$ cat src/rtl/lt24_touch_sequencer.sv
// LT24 touch sequencer: debounces pen-down, runs alternating X/Y ADS7843 SPI frames,
// averages 2^AVG_LOG2 pairs per report, repeats while held and flags release.
module lt24_touch_sequencer #(
  parameter int unsigned CLK_DIV         = 25,
  parameter int unsigned DEBOUNCE_CYCLES = 50000,
  parameter int unsigned AVG_LOG2        = 2,
  parameter int unsigned REPEAT_CYCLES   = 500000,
  parameter logic [7:0]  CMD_X           = 8'hD0,
  parameter logic [7:0]  CMD_Y           = 8'h90
) (
  input  logic        clk,
  input  logic        reset_n,
  input  logic        enable,
  input  logic        pen_irq_n,
  input  logic        spi_miso,
  output logic        spi_mosi,
  output logic        spi_sclk,
  output logic        spi_ss_n,
  output logic        touch_valid,
  output logic [11:0] touch_x,
  output logic [11:0] touch_y,
  output logic        pen_down,
  output logic        touch_release,
  output logic        active
);

  localparam int unsigned W1   = (DEBOUNCE_CYCLES > REPEAT_CYCLES) ? DEBOUNCE_CYCLES : REPEAT_CYCLES;
  localparam int unsigned WMAX = (W1 > 2 * CLK_DIV) ? W1 : 2 * CLK_DIV;
  localparam int unsigned CW   = $clog2(WMAX + 1);
  localparam int unsigned DW   = $clog2(CLK_DIV + 1);
  localparam int unsigned AW   = 12 + AVG_LOG2;
  localparam int unsigned PW   = (AVG_LOG2 > 0) ? AVG_LOG2 : 1;

  localparam logic [CW-1:0] DEB_LAST  = CW'(DEBOUNCE_CYCLES - 1);
  localparam logic [CW-1:0] REP_LAST  = CW'(REPEAT_CYCLES - 1);
  localparam logic [CW-1:0] SET_LAST  = CW'(2 * CLK_DIV - 1);
  localparam logic [DW-1:0] DIV_LAST  = DW'(CLK_DIV - 1);
  localparam logic [PW-1:0] PAIR_LAST = PW'((1 << AVG_LOG2) - 1);

  localparam logic [3:0] S_IDLE     = 4'd0;
  localparam logic [3:0] S_DEBOUNCE = 4'd1;
  localparam logic [3:0] S_FRAME_X  = 4'd2;
  localparam logic [3:0] S_FRAME_Y  = 4'd3;
  localparam logic [3:0] S_SETTLE   = 4'd4;
  localparam logic [3:0] S_CHECK    = 4'd5;
  localparam logic [3:0] S_REPORT   = 4'd6;
  localparam logic [3:0] S_REPEAT   = 4'd7;
  localparam logic [3:0] S_RELEASE  = 4'd8;

  localparam logic [1:0] F_LEAD = 2'd0;
  localparam logic [1:0] F_LO   = 2'd1;
  localparam logic [1:0] F_HI   = 2'd2;
  localparam logic [1:0] F_GAP  = 2'd3;

  logic          sync1_q, sync2_q;
  logic [3:0]    state_q, state_d;
  logic [CW-1:0] cnt_q, cnt_d;
  logic [1:0]    fph_q, fph_d;
  logic [DW-1:0] div_q, div_d;
  logic [4:0]    bit_q, bit_d;
  logic [11:0]   shr_q, shr_d;
  logic [AW-1:0] acc_x_q, acc_x_d, acc_y_q, acc_y_d;
  logic [PW-1:0] pair_q, pair_d;
  logic          abort_q, abort_d;
  logic          ss_n_q, ss_n_d, sclk_q, sclk_d, mosi_q, mosi_d;
  logic [11:0]   tx_q, tx_d, ty_q, ty_d;
  logic          valid_q, valid_d, rel_q, rel_d, pen_down_q, pen_down_d;
  logic          start_frame;
  logic          pen_up;
  logic [7:0]    cmd;
  logic [4:0]    nb;

  assign pen_up = sync2_q;
  assign cmd    = (state_q == S_FRAME_Y) ? CMD_Y : CMD_X;
  assign nb     = bit_q + 5'd1;

  always_comb begin
    state_d     = state_q;
    cnt_d       = cnt_q;
    fph_d       = fph_q;
    div_d       = div_q;
    bit_d       = bit_q;
    shr_d       = shr_q;
    acc_x_d     = acc_x_q;
    acc_y_d     = acc_y_q;
    pair_d      = pair_q;
    abort_d     = abort_q;
    ss_n_d      = ss_n_q;
    sclk_d      = sclk_q;
    mosi_d      = mosi_q;
    tx_d        = tx_q;
    ty_d        = ty_q;
    pen_down_d  = pen_down_q;
    valid_d     = 1'b0;
    rel_d       = 1'b0;
    start_frame = 1'b0;

    case (state_q)
      S_IDLE: begin
        if (enable && !pen_up) begin
          state_d = S_DEBOUNCE;
          cnt_d   = '0;
        end
      end
      S_DEBOUNCE: begin
        if (!enable || pen_up) begin
          state_d = S_IDLE;
        end else if (cnt_q == DEB_LAST) begin
          state_d     = S_FRAME_X;
          pen_down_d  = 1'b1;
          pair_d      = '0;
          acc_x_d     = '0;
          acc_y_d     = '0;
          start_frame = 1'b1;
        end else begin
          cnt_d = cnt_q + 1'b1;
        end
      end
      S_FRAME_X, S_FRAME_Y: begin
        // A frame always runs to completion; a dropped enable is remembered until the guard ends.
        if (!enable) abort_d = 1'b1;
        if (fph_q == F_HI && div_q == '0 && bit_q >= 5'd9 && bit_q <= 5'd20)
          shr_d = {shr_q[10:0], spi_miso};
        if (div_q != DIV_LAST) begin
          div_d = div_q + 1'b1;
        end else begin
          div_d = '0;
          case (fph_q)
            F_LEAD: begin
              fph_d  = F_LO;
              mosi_d = cmd[7];
            end
            F_LO: begin
              fph_d  = F_HI;
              sclk_d = 1'b1;
            end
            F_HI: begin
              sclk_d = 1'b0;
              if (bit_q == 5'd23) begin
                fph_d  = F_GAP;
                ss_n_d = 1'b1;
                mosi_d = 1'b0;
                if (state_q == S_FRAME_X) acc_x_d = acc_x_q + AW'(shr_q);
                else                      acc_y_d = acc_y_q + AW'(shr_q);
              end else begin
                bit_d  = nb;
                fph_d  = F_LO;
                mosi_d = (nb < 5'd8) ? cmd[3'd7 - nb[2:0]] : 1'b0;
              end
            end
            default: begin
              if (!enable || abort_q) begin
                state_d = S_RELEASE;
              end else if (state_q == S_FRAME_X) begin
                state_d     = S_FRAME_Y;
                start_frame = 1'b1;
              end else begin
                state_d = S_SETTLE;
                cnt_d   = '0;
              end
            end
          endcase
        end
      end
      S_SETTLE: begin
        if (!enable)                state_d = S_RELEASE;
        else if (cnt_q == SET_LAST) state_d = S_CHECK;
        else                        cnt_d   = cnt_q + 1'b1;
      end
      S_CHECK: begin
        if (pen_up || !enable) begin
          state_d = S_RELEASE;
        end else if (pair_q != PAIR_LAST) begin
          pair_d      = pair_q + 1'b1;
          state_d     = S_FRAME_X;
          start_frame = 1'b1;
        end else begin
          state_d = S_REPORT;
          valid_d = 1'b1;
          tx_d    = acc_x_q[AW-1:AVG_LOG2];
          ty_d    = acc_y_q[AW-1:AVG_LOG2];
          acc_x_d = '0;
          acc_y_d = '0;
          pair_d  = '0;
          cnt_d   = '0;
        end
      end
      S_REPORT: state_d = S_REPEAT;
      S_REPEAT: begin
        if (pen_up || !enable) begin
          state_d = S_RELEASE;
        end else if (cnt_q == REP_LAST) begin
          state_d     = S_FRAME_X;
          start_frame = 1'b1;
        end else begin
          cnt_d = cnt_q + 1'b1;
        end
      end
      S_RELEASE: begin
        state_d = S_IDLE;
        abort_d = 1'b0;
      end
      default: state_d = S_IDLE;
    endcase

    if (start_frame) begin
      ss_n_d  = 1'b0;
      sclk_d  = 1'b0;
      mosi_d  = 1'b0;
      fph_d   = F_LEAD;
      div_d   = '0;
      bit_d   = '0;
      shr_d   = '0;
      abort_d = 1'b0;
    end
    // Registered strobes line up with the state they announce.
    if (state_d == S_RELEASE && state_q != S_RELEASE) begin
      rel_d      = 1'b1;
      pen_down_d = 1'b0;
      acc_x_d    = '0;
      acc_y_d    = '0;
      pair_d     = '0;
    end
  end

  always_ff @(posedge clk) begin
    if (!reset_n) begin
      sync1_q    <= 1'b1;
      sync2_q    <= 1'b1;
      state_q    <= S_IDLE;
      cnt_q      <= '0;
      fph_q      <= F_LEAD;
      div_q      <= '0;
      bit_q      <= '0;
      shr_q      <= '0;
      acc_x_q    <= '0;
      acc_y_q    <= '0;
      pair_q     <= '0;
      abort_q    <= 1'b0;
      ss_n_q     <= 1'b1;
      sclk_q     <= 1'b0;
      mosi_q     <= 1'b0;
      tx_q       <= '0;
      ty_q       <= '0;
      valid_q    <= 1'b0;
      rel_q      <= 1'b0;
      pen_down_q <= 1'b0;
    end else begin
      sync1_q    <= pen_irq_n;
      sync2_q    <= sync1_q;
      state_q    <= state_d;
      cnt_q      <= cnt_d;
      fph_q      <= fph_d;
      div_q      <= div_d;
      bit_q      <= bit_d;
      shr_q      <= shr_d;
      acc_x_q    <= acc_x_d;
      acc_y_q    <= acc_y_d;
      pair_q     <= pair_d;
      abort_q    <= abort_d;
      ss_n_q     <= ss_n_d;
      sclk_q     <= sclk_d;
      mosi_q     <= mosi_d;
      tx_q       <= tx_d;
      ty_q       <= ty_d;
      valid_q    <= valid_d;
      rel_q      <= rel_d;
      pen_down_q <= pen_down_d;
    end
  end

  assign spi_ss_n      = ss_n_q;
  assign spi_sclk      = sclk_q;
  assign spi_mosi      = mosi_q;
  assign touch_valid   = valid_q;
  assign touch_release = rel_q;
  assign touch_x       = tx_q;
  assign touch_y       = ty_q;
  assign pen_down      = pen_down_q;
  assign active        = (state_q != S_IDLE);

endmodule

$ cat config.mk
export PLATFORM = sky130hd
export DESIGN_NAME = lt24_touch_sequencer
export DESIGN_NICKNAME = d
export VERILOG_FILES = /design/src/rtl/lt24_touch_sequencer.sv
export SDC_FILE = /design/constraint.sdc
export NUM_CORES = 1
export LEC_CHECK = 0
export ABC_AREA = 1
export BUFFER_PORTS_ARGS = -buffer_cell sky130_fd_sc_hd__buf_2
export CELL_PAD_IN_SITES_DETAIL_PLACEMENT = 0
export CELL_PAD_IN_SITES_GLOBAL_PLACEMENT = 1
export CORE_MARGIN = 1.5
export CORE_UTILIZATION = 43
export DETAILED_ROUTE_END_ITERATION = 6
export HOLD_SLACK_MARGIN = 0.02
export PLACE_DENSITY_LB_ADDON = 0.1
export SLEW_MARGIN = 20
export SYNTH_ARGS = -nofsm -noshare
export SYNTH_HDL_FRONTEND = slang
export SYNTH_SLANG_ARGS = --single-unit
$ cat constraint.sdc
create_clock -name clk -period 2.5 [get_ports clk]
set_input_delay 0.125 -clock clk [delete_from_list [all_inputs] [get_ports clk]]
set_output_delay 0.125 -clock clk [all_outputs]
set_load 0.01 [all_outputs]
# Word-level counts from Yosys, hierarchy flattened
# Index checks and enable logic that the tools add are counted.
classes:
  addsub: 7
  magnitude_cmp: 4
  eq_ne: 37
  mux: 77
  bitwise_logic: 6
  reduce_logical: 41
op_table:
  columns: ["op", "count"]
  rows:
  - ["$mux W19", 13]
  - ["$mux W14", 12]
  - ["$pmux W19 S6", 1]
  - ["$pmux W14 S3", 2]
  - ["$mux W4", 11]
  - ["$ne A2 B2 Y1 const B", 20]
  - ["$add A14 B12 Y14", 2]
  - ["$pmux W4 S7", 1]
  - ["$mux W1", 21]
  - ["$add A19 B1 Y19 const B", 1]
  - ["$eq A19 B16 Y1 const B", 1]
  - ["$eq A19 B19 Y1 const B", 1]
  - ["$eq A19 B6 Y1 const B", 1]
  - ["$reduce_and A9 Y1", 2]
  - ["$eq A4 B3 Y1 const B", 4]
  - ["$reduce_and A3 Y1", 5]
  - ["$reduce_and A14 Y1", 1]
  - ["$reduce_bool A2 Y1", 7]
  - ["$reduce_and A4 Y1", 3]
  - ["$add A5 B1 Y5 const B", 2]
  - ["$mux W2", 5]
  - ["$eq A4 B2 Y1 const B", 2]
  - ["$eq A4 B4 Y1 const B", 2]
  - ["$mux W7", 1]
  - ["other kinds (32)", 51]
totals:
  ff_bits: 110
  inputBits: 5
  out_inout_bits: 31
  elab_cells: 192

# Logic depth before layout (Yosys ltp)
depth:
  depth_word: 9
  ltp_mapped: 13
  ltp_nobuf: 13

# Least setup slack after synthesis
# No wires, ideal clock.
synth_timing:
  path_kind: "reg-to-reg"
  start: "register cnt_q[0]"
  end: "register mosi_q, in the netlist spi_mosi"
  setup_time_ps: 117
  arrival_ps: 1661
  required_ps: 2383
  slack_ps: 722
  stages_incl_launch_ff: 10
  path_buffers: 1
  period_less_slack_ps: 1778
  path_cell_list: "dfxtp_1 > ha_1 > nand3_1 > nor2_1 > nand3_1 > nor2_1 > nand2_1 > nand4_2 > buf_2 > nor2_1"
synth_via:
  elab_chain_len: 5
  word_cells_on_any_way: 8
  classes_between: "eq/ne: 2; mux: 5; reduce/logical: 1"
synth_lines:
  columns: ["item", "line", "text"]
  rows:
  - ["start: declaration", "57", "logic [CW-1:0] cnt_q, cnt_d;"]
  - ["start signal: assignment", "252", "cnt_q <= cnt_d;"]
  - ["$eq A19 B19 Y1 / $eq A19 B16 Y1 (equally long branches)", "192, 108", null]
  - ["$mux W1 (on tied branches)", "192, 108", null]
  - ["$mux W1 (on tied branches)", "190, 106", null]
  - ["$pmux W1 S4 (*)", "98", "case (state_q)"]
  - ["$reduce_or A2 Y1 (no line) (*)", null, null]
  - ["end signal: assignment", "263", "mosi_q <= mosi_d;"]
  - ["end: declaration", "65", "logic ss_n_q, ss_n_d, sclk_q, sclk_d, mosi_q, mosi_d;"]
# Mark *: on every way between the ends. The rest lies on a longest branch, timed or not.
# A chain may end at the register's enable or synchronous reset.

# Final worst setup path
layout_timing:
  start: "register cnt_q[1]"
  end: "register acc_x_q[6]"
layout_via:
  elab_chain_len: 7
  word_cells_on_any_way: 15
  classes_between: "eq/ne: 5; mux: 7; reduce/logical: 3"
layout_lines:
  columns: ["item", "line", "text"]
  rows:
  - ["$eq A19 B19 Y1, or another cell as far along", "192", "end else if (cnt_q == REP_LAST) begin"]
  - ["$mux W4 (on tied branches)", "192, 108, 167", null]
  - ["$mux W4 (on tied branches)", "190, 106, 166", null]
  - ["$pmux W4 S7", "98", null]
  - ["$eq A4 B4 Y1", "217", "if (state_d == S_RELEASE && state_q != S_RELEASE) begin"]
  - ["$logic_and A1 B1 Y1", "217", null]
  - ["$reduce_or A2 Y1 (no line)", null, null]
  - ["end signal: assignment", "236", "acc_x_q <= '0;"]
  - ["end signal: assignment", "257", "acc_x_q <= acc_x_d;"]
  - ["end: declaration", "62", "logic [AW-1:0] acc_x_q, acc_x_d, acc_y_q, acc_y_d;"]
# Several ways; a longest one is shown, not always the timed one.

==> impl_metrics.yaml <==
routing:
  top_layer_used: "met4"
  wl_met2_um: 7844
  drt_iter0_drc: 294
  routed_wl_um: 17710
  wire_per_inst_um: 13.67
  wirelength_met1_um: 9158
  met3WireLength_um: 466
  firstDrtPassIters: 5
  ant_nets: 0
  viasPerCell: 5.002
  drc: 0
  vias: 6477
floorplan:
  coreArea_um2: 15310
  ioPinCount: 36
  die_h_um: 128.7
  start_util_pct: 44.39
  die_x_um: 128.7
  design.die.area_um2: 16570
  num_rows: 45
critical_path:
  critPathRequiredTime_ns: 2.74
  worstSetupStartpointType: "flop"
  cp-end-kind: "flop"
  rrSetupSlack_ns: 0.39
  r2r-end: "acc_x_q[6]"
  arrival_ns: 2.35
  worst_r2r_path_depth: 10
  path_max_fanout: 15
  criticalPathCategory: "reg2reg"
  reg2reg_from: "cnt_q[1]"
sta:
  finClkSkew_ns: 0.01107
  grt_setup_unrepaired: "false"
  slew_headroom_pct: 64.02
  finalHoldViolations: 0
  finalSetupViolations: 0
  fmax_mhz: 474.1
  period_share_pct: 84.38
  drv_slew: 0
  finalSetupTns_ns: 0
  worstMarginPinSlew_ns: 0.5340
  period_minus_slack_ns: 2.109
  fin_ws_ns: 0.3906
power_and_ir_drop:
  power.density_nw_per_um2: 442.7
  ir_drop_mv: 0.3560
  power_leakage_nw: 3.312
placed_design:
  hpwl_um: 13410
  dp_slack_ns: 0.4134
  dpl_cell_area_um2: 7168
  io_buffers: 35
  gp_congestion: 0.8647
clocking:
  cts_root_buf: "clkbuf_16"
  clock_sinks: 110
  insertion_delay_ns: 0.37
  cts_setup_buffers: 0
  cts_tree: "built"
  post_cts_resized: 0
  path_clk_slew_ns: 0.08
  htree_num_levels: 3
  hold_buffers: 1
  cts.path.max_buffers: 2
  cts-buffers-inserted: 9
synth:
  ys_warn_count: 0
  synth_edf_count: 0
  ys.flop_type: "dfxtp_1"
  ys_ff_latch: 110
  ys_types: 42
  ys_seq_area_share_pct: 32.39
  ys_async_sr_fraction_pct: 0
  synth_nets: 1095
  syn-cell-area_um2: 6798
  syn_avg_cell_area_um2: 6.462
  synth_cells: 1052
finish:
  final_nets: 1122
  drive_above_1_share_pct: 9.225
  stdcell_area_um2: 7470
  fill_cells: 1688
  fin_util_pct: 48.77
  antenna_cells: 0
  areaGrowthSynthToFinish_pct: 9.884
grt:
  grt_max_degree: 29
  grt_pass1_vias: 6115
  grt_remaining_overflow: 0
  antenna_found_initial: 0
  grt_first_pass_wirelength_um: 29690
  track_usage_pct: 22.54
hold_path:
  min_path_type: "in2reg"
  hold_end: "shr_q[0]"
  holdPathStages: 3
  hp-start: "spi_miso"
outcome:
  status: "completed"
flow_run:
  drv_cap: 0
## metal layers
| layer | vias to the layer above | global-route usage (%) |
|---|---|---|
| met4 | 0 | 5.420 |
| met3 | 18 | 3.992 |
| met2 | 87 | 37.06 |
| li1 | 3439 | - |
| met1 | 2933 | 30.76 |
| met5 | - | 0 |
## cell usage in the layout (no fill, tap or decap), drive strengths merged
master / instances
nand2: 292
nor2: 182
dfxtp: 110
inv: 109
a21oi: 91
nand3: 76
buf: 48
ha: 36
o21ai: 36
nand4: 31
xor2: 16
xnor2: 10
clkbuf: 10
or2: 8
nor3: 5
nand3b: 3
a31oi: 2
nor4: 2
a21o: 2
o21a: 2
fa: 2
clkinvlp: 2
clkinv: 2
nor3b: 1
a41oi: 1
o21bai: 1
o22ai: 1
or3: 1
and2: 1
dlygate4sd3: 1
## flip-flops by register name (all words and copies together), names as in the netlist, 2 cells and up
signal / cells
cnt_q: 19
acc_x_q: 14
acc_y_q: 14
shr_q: 12
touch_x: 12
touch_y: 12
bit_q: 5
div_q: 5
state_q: 4
fph_q: 2
pair_q: 2
## cells by family (layout without fill, tap and decap cells)
family	count (synthesis)	count (layout)	synth area share, %
buffers and inverters	140	172	8.540
adders and majority gates	38	38	7.215
and+or+nand+nor	602	602	38.19
xor gates and xnor gates	26	26	3.350
AOI/OAI and AO/OA	136	136	10.31
DFF	110	110	32.39
## layout make-up
| type | count | area (um2) | area share, % |
|---|---|---|---|
| multi-input combinational | 802 | 4015 | 53.75 |
| clock buffer | 10 | 239.0 | 3.199 |
| sequential | 110 | 2202 | 29.48 |
| inverter | 107 | 401.6 | 5.377 |
| clock inverter | 6 | 52.55 | 0.7035 |
| tap | 211 | 264.0 | 3.534 |
| timing repair buffer | 49 | 295.3 | 3.953 |
## worst max-delay path, cell delays in order, from the launching register on
cell and delay [ns]:
dfxtp_1 0.35, ha_1 0.26, inv_1 0.08, nor2_2 0.22
nand3_1 0.12, nor2_2 0.15, nor2_1 0.10, nor2_4 0.33
inv_2 0.19, nand2_1 0.10, a21oi_1 0.06
## report_power, final
part / internal (mW) / switching, mW
clock network: 0.721 / 0.734
logic: 0.0249 / 0.0709
registers: 1.75 / 0.00189
## worst max-delay path by stage
stage / startpoint / end / slack (ns)
2_1_floorplan: cnt_q[0] / spi_mosi / 0.72
3_3_place_gp: cnt_q[0] / acc_y_q[1] / 0.40
3_5_place_dp: cnt_q[1] / acc_x_q[9] / 0.41
4_1_cts: cnt_q[1] / acc_x_q[6] / 0.37
5_1_grt: cnt_q[1] / acc_x_q[9] / 0.15
6_report: cnt_q[1] / acc_x_q[6] / 0.39
## per-stage QoR
| step | power (mW) | hold slack (ns) | std cells |
|---|---|---|---|
| after global placement | 1.893 | 0.3178 | 1278 |
| after CTS | 3.348 | 0.03091 | 1295 |
| final | 3.307 | 0.04152 | 1295 |
| after detailed placement | 1.894 | 0.3276 | 1278 |
| after global routing | 3.426 | 0.05493 | 1295 |
| after floorplan | 1.863 | 0.2316 | 1052 |
## synth_stat cells, types with 8 or more instances
master / n / area, um2
nand2_1: 285 / 1070
nor2_1: 173 / 649.4
dfxtp_1: 110 / 2202
inv_1: 98 / 367.9
a21oi_1: 91 / 455.4
nand3_1: 76 / 380.4
ha_1: 36 / 450.4
o21ai_0: 33 / 165.2
nand4_1: 29 / 181.4
xor2_1: 16 / 140.1
buf_2: 14 / 70.07
clkbuf_1: 11 / 41.29
xnor2_1: 10 / 87.58
inv_2: 8 / 30.03
or2_2: 8 / 50.05
No activity file was read; power rests on OpenSTA's default activity.
